### config.mk
export PLATFORM = sky130hd
export DESIGN_NAME = fetch_queue
export DESIGN_NICKNAME = d
export VERILOG_FILES = /design/src/rtl/fd_pkg.sv /design/src/rtl/fq_storage.sv /design/src/rtl/fetch_queue.sv
export SDC_FILE = /design/constraint.sdc
export NUM_CORES = 1
export LEC_CHECK = 0
export ABC_AREA = 1
export BUFFER_PORTS_ARGS = -buffer_cell sky130_fd_sc_hd__buf_2
export CORE_MARGIN = 2
export CORE_UTILIZATION = 40
export CTS_CLUSTER_SIZE = 30
export DETAILED_ROUTE_END_ITERATION = 12
export GPL_TIMING_DRIVEN = 0
export SLEW_MARGIN = 10
export SYNTH_ARGS = -nofsm -noshare
export SYNTH_HDL_FRONTEND = slang
export SYNTH_SLANG_ARGS = --single-unit
### constraint.sdc
create_clock -name clk -period 7.5 [get_ports clk]
set_clock_uncertainty 0.1 [all_clocks]
set_input_delay 0.75 -clock clk [delete_from_list [all_inputs] [get_ports clk]]
set_output_delay 0.75 -clock clk [all_outputs]
set_load 0.03 [all_outputs]
### src/rtl/fd_pkg.sv
// Shared types and default widths for the fetch-to-decode queue.
// Optional feature macro: FETCHQ_BYPASS_EN (see fetch_queue.sv).
package fd_pkg;

  localparam int unsigned FQ_DEPTH     = 4;
  localparam int unsigned FQ_WORD      = 64;
  localparam int unsigned FQ_INSTR_LEN = 32;

  typedef struct packed {
    logic [FQ_WORD-1:0]      pc;
    logic [FQ_INSTR_LEN-1:0] instr;
  } fetch_entry_t;

  typedef enum logic [1:0] {
    EMPTY,
    PARTIAL,
    FULL
  } fq_state_e;

endpackage

### src/rtl/fq_storage.sv
// Entry storage for fetch_queue: DEPTH registers, one write port,
// one asynchronous read port. Data is never reset; validity lives in the pointers.
module fq_storage #(
  parameter int unsigned DEPTH   = 4,
  parameter type         entry_t = fd_pkg::fetch_entry_t
) (
  input  logic                     clk,
  input  logic                     we,
  input  logic [$clog2(DEPTH)-1:0] waddr,
  input  entry_t                   wdata,
  input  logic [$clog2(DEPTH)-1:0] raddr,
  output entry_t                   rdata
);

  entry_t mem [DEPTH];

  // Write the addressed entry on an accepted enqueue.
  always_ff @(posedge clk) begin
    if (we) mem[waddr] <= wdata;
  end

  assign rdata = mem[raddr];

endmodule

### src/rtl/fetch_queue.sv
// Instruction buffer between fetch and decode: circular buffer of {pc, instr}
// with valid/ready handshakes, branch flush and an occupancy FSM.
// Optional macro FETCHQ_BYPASS_EN: an empty queue forwards the enqueue payload
// combinationally to the dequeue side (0-cycle latency).
module fetch_queue
  import fd_pkg::*;
#(
  parameter int unsigned DEPTH     = FQ_DEPTH,
  parameter int unsigned WORD      = FQ_WORD,
  parameter int unsigned INSTR_LEN = FQ_INSTR_LEN
) (
  input  logic                         clk,
  input  logic                         reset_n,
  input  logic                         flush,
  input  logic                         enq_valid,
  output logic                         enq_ready,
  input  logic [WORD-1:0]              enq_pc,
  input  logic [INSTR_LEN-1:0]         enq_instr,
  output logic                         deq_valid,
  input  logic                         deq_ready,
  output logic [WORD-1:0]              deq_pc,
  output logic [INSTR_LEN-1:0]         deq_instr,
  output logic [$clog2(DEPTH+1)-1:0]   count
);

  localparam int unsigned AW = $clog2(DEPTH);
  localparam int unsigned CW = $clog2(DEPTH + 1);
  localparam logic [AW:0]   PTR_ONE = (AW + 1)'(1);
  localparam logic [CW-1:0] CNT_ONE = CW'(1);
  localparam logic [CW-1:0] CNT_TOP = CW'(DEPTH - 1);

  typedef struct packed {
    logic [WORD-1:0]      pc;
    logic [INSTR_LEN-1:0] instr;
  } entry_t;

  fq_state_e   state, state_nx;
  logic [AW:0] wr_ptr, rd_ptr;
  logic        run;
  logic        empty, full, byp;
  logic        enq_fire, deq_fire, do_wr, do_rd;
  entry_t      wdata, head;

  assign empty = (state == EMPTY);
  assign full  = (state == FULL);

`ifdef FETCHQ_BYPASS_EN
  assign byp = empty && enq_valid && run && !flush;
`else
  assign byp = 1'b0;
`endif

  assign enq_ready = run && !full;
  assign deq_valid = !empty || byp;
  assign enq_fire  = enq_valid && enq_ready;
  assign deq_fire  = deq_valid && deq_ready;
  // A bypassed entry taken by decode this cycle is never written.
  assign do_wr     = enq_fire && !flush && !(byp && deq_ready);
  assign do_rd     = deq_fire && !empty && !flush;

  assign wdata = '{pc: enq_pc, instr: enq_instr};

  fq_storage #(
    .DEPTH   (DEPTH),
    .entry_t (entry_t)
  ) u_storage (
    .clk   (clk),
    .we    (do_wr),
    .waddr (wr_ptr[AW-1:0]),
    .wdata (wdata),
    .raddr (rd_ptr[AW-1:0]),
    .rdata (head)
  );

  // Head output: stored head, else bypass payload, else zero.
  always_comb begin
    deq_pc    = '0;
    deq_instr = '0;
    if (!empty) begin
      deq_pc    = head.pc;
      deq_instr = head.instr;
    end else if (byp) begin
      deq_pc    = enq_pc;
      deq_instr = enq_instr;
    end
  end

  // Occupancy next-state; flush overrides everything.
  always_comb begin
    state_nx = state;
    case (state)
      EMPTY:   if (do_wr) state_nx = PARTIAL;
      PARTIAL: begin
        if (do_wr && !do_rd && count == CNT_TOP)      state_nx = FULL;
        else if (do_rd && !do_wr && count == CNT_ONE) state_nx = EMPTY;
      end
      FULL:    if (do_rd) state_nx = PARTIAL;
      default: state_nx = EMPTY;
    endcase
    if (flush) state_nx = EMPTY;
  end

  // Pointers, occupancy counter, FSM state and the post-reset ready flag.
  always_ff @(posedge clk or negedge reset_n) begin
    if (!reset_n) begin
      state  <= EMPTY;
      wr_ptr <= '0;
      rd_ptr <= '0;
      count  <= '0;
      run    <= 1'b0;
    end else begin
      run   <= 1'b1;
      state <= state_nx;
      if (flush) begin
        wr_ptr <= '0;
        rd_ptr <= '0;
        count  <= '0;
      end else begin
        if (do_wr) wr_ptr <= wr_ptr + PTR_ONE;
        if (do_rd) rd_ptr <= rd_ptr + PTR_ONE;
        count <= count + {{(CW-1){1'b0}}, do_wr} - {{(CW-1){1'b0}}, do_rd};
      end
    end
  end

endmodule
==> impl_results.md <==
* Status: finished, final reports clean
* # DRC at 0
* CP Capture Type: primary output
* DRC marker count from the first detailed-route iteration at ~640
* PostCTS Resize Cnt at 0
* Vias per Instance at a little under 5
* Worst Setup Path Type: flip-flop to primary output
* Layout cells sized above 1 at 0.225
* FF-to-FF Start: state[0]
* Num ports at about 200
* Worst Path Required at ~6.7 ns
* Routed Antenna Nets at 0
* Part of the Yosys area used for sequential elements at 0.759
* Clock Pin Slew Worst Setup and Hold Paths at 0.06 ns
* Core Region at approximately 38000 um2
* Measured slew at the worst slew-check pin at roughly 0.72 ns
* Primary FF master, synth: edfxtp_1
* RSZ-0062 raised after global routing: no
* Global-route wire length before repair at roughly 58000 um
* Die Span Y at between 200 and 250 um
* Worst hold path type: input pin to flip-flop
* DR WL/cell at roughly 19 um
* Final setup margin at between 4 and 5 ns
* # placed instances at 1946
* Smallest hold slack at around 0.31 ns
* Final setup viols at 0
* Rel. slew slack at 0.518
* Total die area at 40400 um2
* Max IR drop VDD at 251 uV
* FFs w/ async S/R, synth at 0.0254
* Fin. Hold Viols at 0
* Synthesis Warnings at 0
* Pwr dens at approximately 280 nW/um2
* Max-Cap Viols at 0
* Worst reg-to-reg path cell count at 9
* Seq cells post-synth at 394
* Worst Setup EP: deq_instr[17]
* Final WL at ~38000 um
* Vias in the first global route at 9979
* Worst path arrival time at between 2 and 3 ns
* Dpl hpwl at 24000 um
* Router iterations before antenna repair at 4
* GR Util All Layers at 0.189
* Tcrit/Tclk final at 0.455
* Mapped cell area at 15500 um2
* Non-Filler Instances at approximately 2000
* Clk sinks at between 300 and 400
* CTS root buffer: clkbuf_16
* Worst skew pair latency at 0.55 ns
* DP Worst Slack at 4.46 ns
* Slew Limit Fails at 0
* Worst Setup Start Kind: flip-flop
* Internal reg-to-reg setup slack at about 4.8 ns
* Post-CTS Setup Bufs at 0
* Hold_buf cts at 1
* Core Rows at 72
* Beginning of the critical path: state[1]
* Num CTS Buffers at 42
* Pleak at 6.94 nW
* Area delta synth->final at 22.4%
* Chip width at roughly 200 um
* CP Max Fanout at 10
* Starting Density at 0.403
* Synth cell types at 29
* Crit path time final at 3.41 ns
* Max clock buf depth at 3
* FMAX at 293 MHz
* Largest net degree at the start of global routing at 27
* H-Tree Depth at 2
* Initial antenna violation count at 4
* Fin util at 0.494
* FF-to-FF End: u_storage.mem[2][85]
* Global placement routability congestion at 0.733
* Synthesized Nets at 1318
* Synthesized instance count at 1211
* Post-synth EDFFs at ~380
* GR Overflow Total at 0
* Final nets at about 1600
* Number of port buffers at 200
* Average size of a mapped cell at about 13 um2
* DR vias at 9979
* CTS tree: built
## sequential cells by signal (all words and copies together), names as in the netlist
register       flops
state              2
rd_ptr             2
u_storage.mem    384
count              3
wr_ptr             2
run                1
## layout by cell type (no fill, tap or decap), types with 2 or more instances in the layout
cell	count
clkbuf_1	23
nor2_4	5
nand2_1	11
buf_2	211
clkinv_2	6
clkbuf_2	17
buf_12	11
edfxtp_1	384
o21ai_1	85
nand3_1	4
a21oi_1	97
buf_1	5
nor2_1	395
bufinv_16	6
dfrtp_1	10
buf_6	16
inv_1	16
buf_4	9
buf_16	6
clkinv_1	7
ha_1	5
o21ai_0	113
clkbuf_16	45
diode_2	2
## critical path, cell delays in order, from the launching register on
cell      delay [ns]
dfrtp_1         0.43
nor2_4          0.41
buf_4           0.30
clkbuf_1        0.49
a21oi_1         0.15
buf_2           0.22
## worst min path at each step
stage                  from                    to  slack [ns]  cells past startpoint
2_1_floorplan       reset_n              count[0]        0.35                      0
3_3_place_gp      wr_ptr[1]             wr_ptr[1]        0.51                      2
3_5_place_dp        reset_n                   run        0.53                      1
4_1_cts          enq_pc[14]  u_storage.mem[1][46]        0.28                      1
5_1_grt        enq_instr[6]   u_storage.mem[0][6]        0.29                      1
6_report          enq_pc[5]  u_storage.mem[3][37]        0.31                      1
## area by class of cell
type,instances,area [um2]
fill,3382,19500
sequential,394,11800
multi-input combinational,724,3220
timing repair buffer,218,1400
clock buffer,52,1150
tap,518,648
buffer,75,482
clock inverter,20,244
inverter,18,70.1
antenna,2,5.00
## cells by family after synthesis
family / after synthesis / share of synthesized area
and+or+nand+nor: 420 / 0.103
buffers and inverters: 93 / 0.0356
AOI/OAI and AO/OA: 295 / 0.0951
other: 1 / 0.000242
DFF: 394 / 0.759
adders and majority gates: 6 / 0.00532
xor gates and xnor gates: 2 / 0.00113
## synth_stat cells (4+ instances only)
master    number  area [um2]
a21oi_1       97         485
buf_1          5        18.8
buf_2         11        55.1
buf_4          9        67.6
buf_6         16         180
clkbuf_1      16        60.1
clkbuf_2      17        85.1
dfrtp_1       10         250
edfxtp_1     384       11500
ha_1           5        62.6
inv_1         16        60.1
nand2_1       11        41.3
nand3_1        4        20.0
nor2_1       399        1500
o21ai_0      113         566
o21ai_1       85         425
## report_power, final
part	internal, mW	switching [mW]
clock	1.29	0.823
sequential	2.45	0.0109
combinational	0.209	0.541
## routing by layer
metal	share of wire	up-vias	routed length, um	GRT usage
li1	-	4816	-	-
met1	0.43	4796	16500	0.252
met2	0.48	300	18400	0.311
met3	0.064	63	2450	0.0383
met4	0.024	4	937	0.0614
met5	0.00081	-	31	0
## metrics by stage
stage / area [um2] / power, mW / TNS, ns
after floorplan: 15500 / 2.98 / 0
after global placement: 17200 / 3.26 / -690.28
after detailed placement: 17600 / 3.26 / 0
after CTS: 19000 / 5.38 / 0
after global routing: 19000 / 5.51 / 0
final: 19000 / 5.32 / 0
Power figures use the tool's default switching activity.
